--- config.mk ---
export PLATFORM = sky130hd
export DESIGN_NAME = bin2bcd_seq
export DESIGN_NICKNAME = d
export VERILOG_FILES = /design/src/rtl/bin2bcd_seq.sv
export SDC_FILE = /design/constraint.sdc
export NUM_CORES = 1
export LEC_CHECK = 0
export CAP_MARGIN = 20
export CORE_MARGIN = 2
export CORE_UTILIZATION = 48
export DETAILED_ROUTE_END_ITERATION = 8
export GPL_TIMING_DRIVEN = 1
export PLACE_DENSITY = 0.82
export SLEW_MARGIN = 20
export SYNTH_ARGS = -nofsm -noshare
export SYNTH_HDL_FRONTEND = slang
export SYNTH_SLANG_ARGS = --single-unit
--- constraint.sdc ---
create_clock -name clk -period 1.55 [get_ports clk]
set_input_delay 0.31 -clock clk [delete_from_list [all_inputs] [get_ports clk]]
set_output_delay 0.31 -clock clk [all_outputs]
set_load 0.01 [all_outputs]
--- src/rtl/bin2bcd_seq.sv ---
// ---------------------------------------------------------------------------
// bin2bcd_seq
//   Iterative shift-add-3 (double-dabble) binary-to-BCD converter that
//   consumes one input bit per clock. Its packed BCD result feeds the
//   per-digit 7-segment decoders; digit i (bcd[4*i+3:4*i]) drives decoder i.
//
//   Handshake: start is accepted only while ready=1. The result appears W+1
//   cycles after the accepting edge, together with a one-cycle done pulse.
//   bcd/overflow hold their value until the next conversion completes.
//
// Parameters
//   W        width of the binary operand (1..32)
//   DIGITS   number of BCD output digits (1..10)
//
// Ports
//   clk       in   1          rising-edge clock
//   rst_n     in   1          synchronous active-low reset
//   start     in   1          conversion request (ignored while ready=0)
//   bin       in   W          operand, sampled on the accepting edge only
//   ready     out  1          idle, start will be accepted
//   done      out  1          one-cycle pulse, bcd/overflow newly updated
//   bcd       out  4*DIGITS   packed BCD result, digit 0 = least significant
//   overflow  out  1          last result had bin >= 10**DIGITS
//   blank     out  DIGITS     leading-zero mask (only with BIN2BCD_BLANK_EN)
//
// Optional feature macro: BIN2BCD_BLANK_EN
//   When defined, the blank port is present: blank[i]=1 iff digits
//   i..DIGITS-1 of bcd are all zero (i>=1); blank[0] is always 0.
// ---------------------------------------------------------------------------
module bin2bcd_seq #(
  parameter int W      = 8,
  parameter int DIGITS = 3
) (
  input  logic                  clk,
  input  logic                  rst_n,
  input  logic                  start,
  input  logic [W-1:0]          bin,
  output logic                  ready,
  output logic                  done,
  output logic [4*DIGITS-1:0]   bcd,
  output logic                  overflow
`ifdef BIN2BCD_BLANK_EN
  ,
  output logic [DIGITS-1:0]     blank
`endif
);

  localparam int CW = $clog2(W + 1);
  localparam int SW = 4 * DIGITS + W;

  typedef enum logic [1:0] {
    S_IDLE  = 2'd0,
    S_SHIFT = 2'd1,
    S_DONE  = 2'd2
  } state_t;

  state_t                state_r;
  state_t                state_nxt_s;

  logic [4*DIGITS-1:0]   digits_r;
  logic [4*DIGITS-1:0]   digits_adj_s;
  logic [4*DIGITS-1:0]   digits_nxt_s;
  logic [W-1:0]          shreg_r;
  logic [W-1:0]          shreg_nxt_s;
  logic [SW-1:0]         concat_s;
  logic [CW-1:0]         cnt_r;
  logic                  ovf_acc_r;
  logic                  carry_s;
  logic                  last_s;
  logic                  accept_s;
  logic [4*DIGITS-1:0]   bcd_r;
  logic                  ovf_r;
`ifdef BIN2BCD_BLANK_EN
  logic [DIGITS-1:0]     blank_r;
`endif

  // Digit correction: a digit of 5..9 becomes 8..12 so the following
  // doubling carries into the next decade.
  function automatic logic [3:0] add3(input logic [3:0] d);
    return (d >= 4'd5) ? (d + 4'd3) : d;
  endfunction

`ifdef BIN2BCD_BLANK_EN
  // Leading-zero mask: bit i set when digit i and every digit above it are 0.
  function automatic logic [DIGITS-1:0] blank_mask(input logic [4*DIGITS-1:0] d);
    logic [DIGITS-1:0] m;
    logic              zero_above;
    m          = '0;
    zero_above = 1'b1;
    for (int i = DIGITS - 1; i >= 1; i--) begin
      zero_above = zero_above & (d[4*i +: 4] == 4'd0);
      m[i]       = zero_above;
    end
    return m;
  endfunction
`endif

  assign accept_s = start && (state_r == S_IDLE);
  assign last_s   = (cnt_r == CW'(1));

  // One double-dabble iteration: correct every digit, then shift the whole
  // {digits, operand} chain left by one. The bit leaving the top digit is
  // a carry into the (non-existent) next decade, i.e. an overflow.
  always_comb begin
    digits_adj_s = '0;
    for (int i = 0; i < DIGITS; i++) begin
      digits_adj_s[4*i +: 4] = add3(digits_r[4*i +: 4]);
    end
    concat_s                    = {digits_adj_s, shreg_r};
    carry_s                     = concat_s[SW-1];
    {digits_nxt_s, shreg_nxt_s} = {concat_s[SW-2:0], 1'b0};
  end

  // FSM state register.
  always_ff @(posedge clk) begin
    if (!rst_n) begin
      state_r <= S_IDLE;
    end else begin
      state_r <= state_nxt_s;
    end
  end

  // FSM next-state logic.
  always_comb begin
    state_nxt_s = state_r;
    case (state_r)
      S_IDLE: begin
        if (start) begin
          state_nxt_s = S_SHIFT;
        end else begin
          state_nxt_s = S_IDLE;
        end
      end
      S_SHIFT: begin
        if (last_s) begin
          state_nxt_s = S_DONE;
        end else begin
          state_nxt_s = S_SHIFT;
        end
      end
      S_DONE:  state_nxt_s = S_IDLE;
      default: state_nxt_s = S_IDLE;
    endcase
  end

  // FSM outputs, decoded straight from the state flops.
  always_comb begin
    ready = 1'b0;
    done  = 1'b0;
    if (state_r == S_IDLE) begin
      ready = 1'b1;
    end else if (state_r == S_DONE) begin
      done = 1'b1;
    end else begin
      ready = 1'b0;
      done  = 1'b0;
    end
  end

  // Datapath: operand capture, iteration, and result registers. The result
  // registers load only on the final iteration so they stay stable otherwise.
  always_ff @(posedge clk) begin
    if (!rst_n) begin
      digits_r  <= '0;
      shreg_r   <= '0;
      cnt_r     <= '0;
      ovf_acc_r <= 1'b0;
      bcd_r     <= '0;
      ovf_r     <= 1'b0;
`ifdef BIN2BCD_BLANK_EN
      blank_r   <= blank_mask('0);
`endif
    end else if (accept_s) begin
      shreg_r   <= bin;
      digits_r  <= '0;
      cnt_r     <= CW'(W);
      ovf_acc_r <= 1'b0;
    end else if (state_r == S_SHIFT) begin
      shreg_r   <= shreg_nxt_s;
      digits_r  <= digits_nxt_s;
      cnt_r     <= cnt_r - CW'(1);
      ovf_acc_r <= ovf_acc_r | carry_s;
      if (last_s) begin
        bcd_r   <= digits_nxt_s;
        ovf_r   <= ovf_acc_r | carry_s;
`ifdef BIN2BCD_BLANK_EN
        blank_r <= blank_mask(digits_nxt_s);
`endif
      end
    end
  end

  assign bcd      = bcd_r;
  assign overflow = ovf_r;
`ifdef BIN2BCD_BLANK_EN
  assign blank    = blank_r;
`endif

endmodule

# Word-level counts from Yosys, hierarchy flattened
# Cells that the tools add are included.
[totals]
elab_cells = 39
ff_bits = 40
input_bits = 11
[classes]
magnitude_cmp = 3
reduce_logical = 5
bitwise = 3
add_sub_neg = 4
n_eq_ne = 3
muxes = 13
[ops]
columns = ["cell", "count"]
rows = [
  ["$mux 4", 5],
  ["$mux 8", 2],
  ["$add 4x2->4 const B", 3],
  ["$ge 4x3->1 const B", 3],
  ["$eq 4x1->1 const B", 1],
  ["$mux 1", 4],
  ["$pmux 2 s2", 1],
  ["$sub 4x1->4 const B", 1],
  ["$reduce_and 3->1", 1],
  ["$eq 2x1->1 const B", 1],
  ["$eq 2x2->1 const B", 1],
  ["$logic_not 2->1", 1],
  ["$mux 2", 1],
  ["$not 1->1", 2],
  ["$reduce_bool 2->1", 1],
  ["$reduce_or 2->1", 1],
  ["$logic_and 1x1->1", 1],
  ["$or 1x1->1", 1],
]

# Depth between registers and ports, before layout
[depth]
ltp_word = 4
ltp_mapped = 7
depth_no_buf = 6

# Worst setup path before layout
# Ideal clock, no wire load.
[synth_path]
path_kind = "flip-flop to flip-flop"
from = "register digits_r[4]"
to = "register bcd_r[6], in the netlist bcd[6]"
setup_time_ns = 0.075
setup_slack_ns = 0.085
stages_incl_launch_ff = 7
arrival_ns = 1.390
synth_period_minus_slack_ns = 1.465
n_path_buf = 0
required_ns = 1.475
cell_sequence = "dfxtp_1 -> inv_1 -> ha_1 -> nand2b_1 -> a21oi_1 -> mux2_2 -> o22ai_1"
[synth_via]
elab_chain_cells = 2
elab_cells_between_ends = 3
[synth_lines]
columns = ["element", "line", "source"]
rows = [
  ["from (decl)", "60", "logic [4*DIGITS-1:0] digits_r;"],
  ["from (signal assigned)", "180", "digits_r <= digits_nxt_s;"],
  ["$add 4x2->4 / $ge 4x3->1 (equally long branches)", "80", "return (d >= 4'd5) ? (d + 4'd3) : d;"],
  ["$mux 4 (*)", "80", ""],
  ["to (signal assigned)", "184", "bcd_r <= digits_nxt_s;"],
  ["to (decl)", "71", "logic [4*DIGITS-1:0] bcd_r;"],
]
# Mark *: on every way between the ends. The rest lies on a longest branch, timed or not.
# A chain may end at the register's enable or synchronous reset.

# Worst setup path after layout
[layout_path]
from = "register digits_r[9]"
to = "register bcd_r[10], in the netlist bcd[10]"
# The elaborated chain is that of the path after synthesis.

==> results.cfg <==
[status]
status = completed

[floorplan]
num_rows = 22
die-area_um2 = 4265
core-area_um2 = 3633
initial_core_util = 0.4966
pin_count = 26
die_width_um = 65.31
dieHeight_um = 65.31

[cells_and_area]
n_antenna_cell = 0
final_common_cell = dfxtp_1
layout_common_cells = dfxtp_1 (34), nand2_1 (30), clkdlybuf4s50_1 (22), buf_4 (14), o22ai_1 (13)
area_delta_synth_final_pct = 29.68
fill_cells = 309
final_util = 0.6439
seqCellArea_um2 = 808.3
instances_no_fill = 289
layout-drive-gt1-share = 0.1826
nets = 259
multi_input_area_um2 = 950.9
postLayoutCellArea_um2 = 2340

[grt]
grt_pass1_wl_um = 6582
grtUsageMet2 = 0.3163
grt_max_degree = 22
grt_usage = 0.2017
busiest_layer = met2
antenna_found_initial = 0
met3_usage = 0.04623
grt_pass1_vias = 1393
grt_use_met1 = 0.2694
overflow = 0

[power]
ir_drop_v = 0.0006520
total_power_mw = 2.206
p_leak_nw = 0.9146
powerDensity_nw_per_um2 = 942.7

[logic_synthesis]
yosysTopAreaCellShare = 0.4438
syn_area_per_cell_um2 = 8.976
yosysTopAreaCell = dfxtp_1
async_reset_ff_frac = 0
ys_warn_count = 0
synth_edf_count = 0
synth-seq-area-share = 0.4438
synthFlopType = dfxtp_1
ys_types = 34
netlist_instances = 201
netlist_area_um2 = 1804
synth_nets = 220
synth_seq_cells = 40
synth_area_leaders = dfxtp_1 (44%), nand2_1 (6.2%), ha_1 (5.5%)

[drt]
wl_per_cell_um = 14.16
first_iter_violations = 48
viasPerCell = 5.311
firstDrtPassIters = 4
final_antenna_net_count = 0
drt_wl_total_um = 4092
vias = 1535
drc = 0

[sta]
worst_slew_pin_slew_ns = 0.3355
max_freq_mhz = 671.4
hold_viol = 0
max_slew_margin = 0.7757
final.min_clock_period_ns = 1.489
fin_crit_sh = 0.9609
setup_viol = 0
finClkSkew_ns = 0.004993
worst_slack_ns = 0.06065
drv_slew = 0

[setup_path]
worstRegToRegCells = 6
r2r_end = bcd[10]
rrSetupSlack_ns = 0.06
r2r-start = digits_r[9]
cp.arrival_ns = 1.71
crit_path_end_kind = flop
crit_end = bcd[10]
critPathKind = reg2reg
required_ns = 1.77
worst_setup_path_start_kind = flop
cp_max_fo = 3
crit_start = digits_r[9]

[clocking]
clk_pin_slew_ns = 0.08
cts.hold.buffers_added = 0
clockBufferDepth = 2
clock_latency_ns = 0.29
htree_num_levels = 2
cts_sinks = 40
cts_root_buffer = clkbuf_8
cts_made_buffers = 5
cts_tree = done

[placed_design]
place_inst = 279
port_buffers = 25
routabilityCongestion = 0.7989
dp_hpwl_um = 2574
placed_area_um2 = 2172
pre_cts_slack_ns = -0.01224

[flow_run]
cap_violations = 0

[hold_path]
worstHoldPathType = reg2reg
routing by layer:
metal	vias up	share of wire
met4	0	0.016
li1	783	-
met1	718	0.48
met2	28	0.46
met3	6	0.038
met5	-	0
worst max-delay path, cell delays in order, from the launching register on:
cell and delay (ns):
dfxtp_2 0.34, inv_1 0.07, ha_1 0.17, nand2b_1 0.16, a21oi_2 0.19, mux2_4 0.33, o22ai_1 0.15
sequential cells by signal, indices dropped and copies added, names as in the netlist:
signal     flops
bcd           12
digits_r      12
shreg_r        8
cnt_r          4
state_r        2
overflow       1
ovf_acc_r      1
area by class of cell:
class                           count  share of cell area
Timing Repair Buffer               40              0.1604
Clock buffer                        6             0.03102
Sequential cell                    40              0.3455
Multi-Input combinational cell    143              0.4064
Inverter                           10             0.01604
Tap cell                           48             0.02567
Clock inverter                      2             0.01497
where the power goes:
part	internal, mW	total, mW	switching [mW]
Clock	0.478	0.845	0.367
Sequential	1.06	1.09	0.0304
Combinational	0.129	0.267	0.138
cells by family (layout without fill, tap and decap cells):
logic type                 count (synthesis)  count (layout)  synth area share
and+or+nand+nor                           64              65            0.1831
AOI/OAI and AO/OA                         61              61            0.2150
DFF                                       40              40            0.4438
buffers and inverters                     19              58           0.05409
adders and majority gates                  8               8           0.05548
xor gates and xnor gates                   5               5           0.02427
muxes                                      4               4           0.02427
worst min path at each step:
stage,slack [ns],end,from,cells past startpoint
finish,0.46,shreg_r[3],shreg_r[3],2
global route,0.49,bcd[10],bcd[10],2
CTS,0.47,shreg_r[3],shreg_r[3],2
detailed placement,0.46,shreg_r[3],shreg_r[3],2
global placement,0.45,shreg_r[3],shreg_r[3],2
floorplan,0.44,overflow,ovf_acc_r,2
Yosys cell counts (all sizes together), types with 7 or more instances:
| library cell | number |
|---|---|
| a21boi | 9 |
| o21ai | 9 |
| buf | 7 |
| nor2 | 10 |
| inv | 10 |
| a22oi | 7 |
| dfxtp | 40 |
| nor3b | 7 |
| o22ai | 13 |
| a21oi | 15 |
| ha | 8 |
| nand2 | 32 |
per-stage QoR:
stage / hold WS (ns) / TNS, ns
finish: 0.4647 / 0
global route: 0.4895 / -0.04559
CTS: 0.4671 / 0
detailed placement: 0.4566 / -0.01224
global placement: 0.4503 / 0
floorplan: 0.4379 / 0
repair_timing:
item,in CTS,in global routing
pin swaps,0,4
cloned,0,1
buffers inserted,0,1
resized for setup,6,12
setup endpoints to repair,4,21
Note: power is estimated with default switching activity, not from simulation.
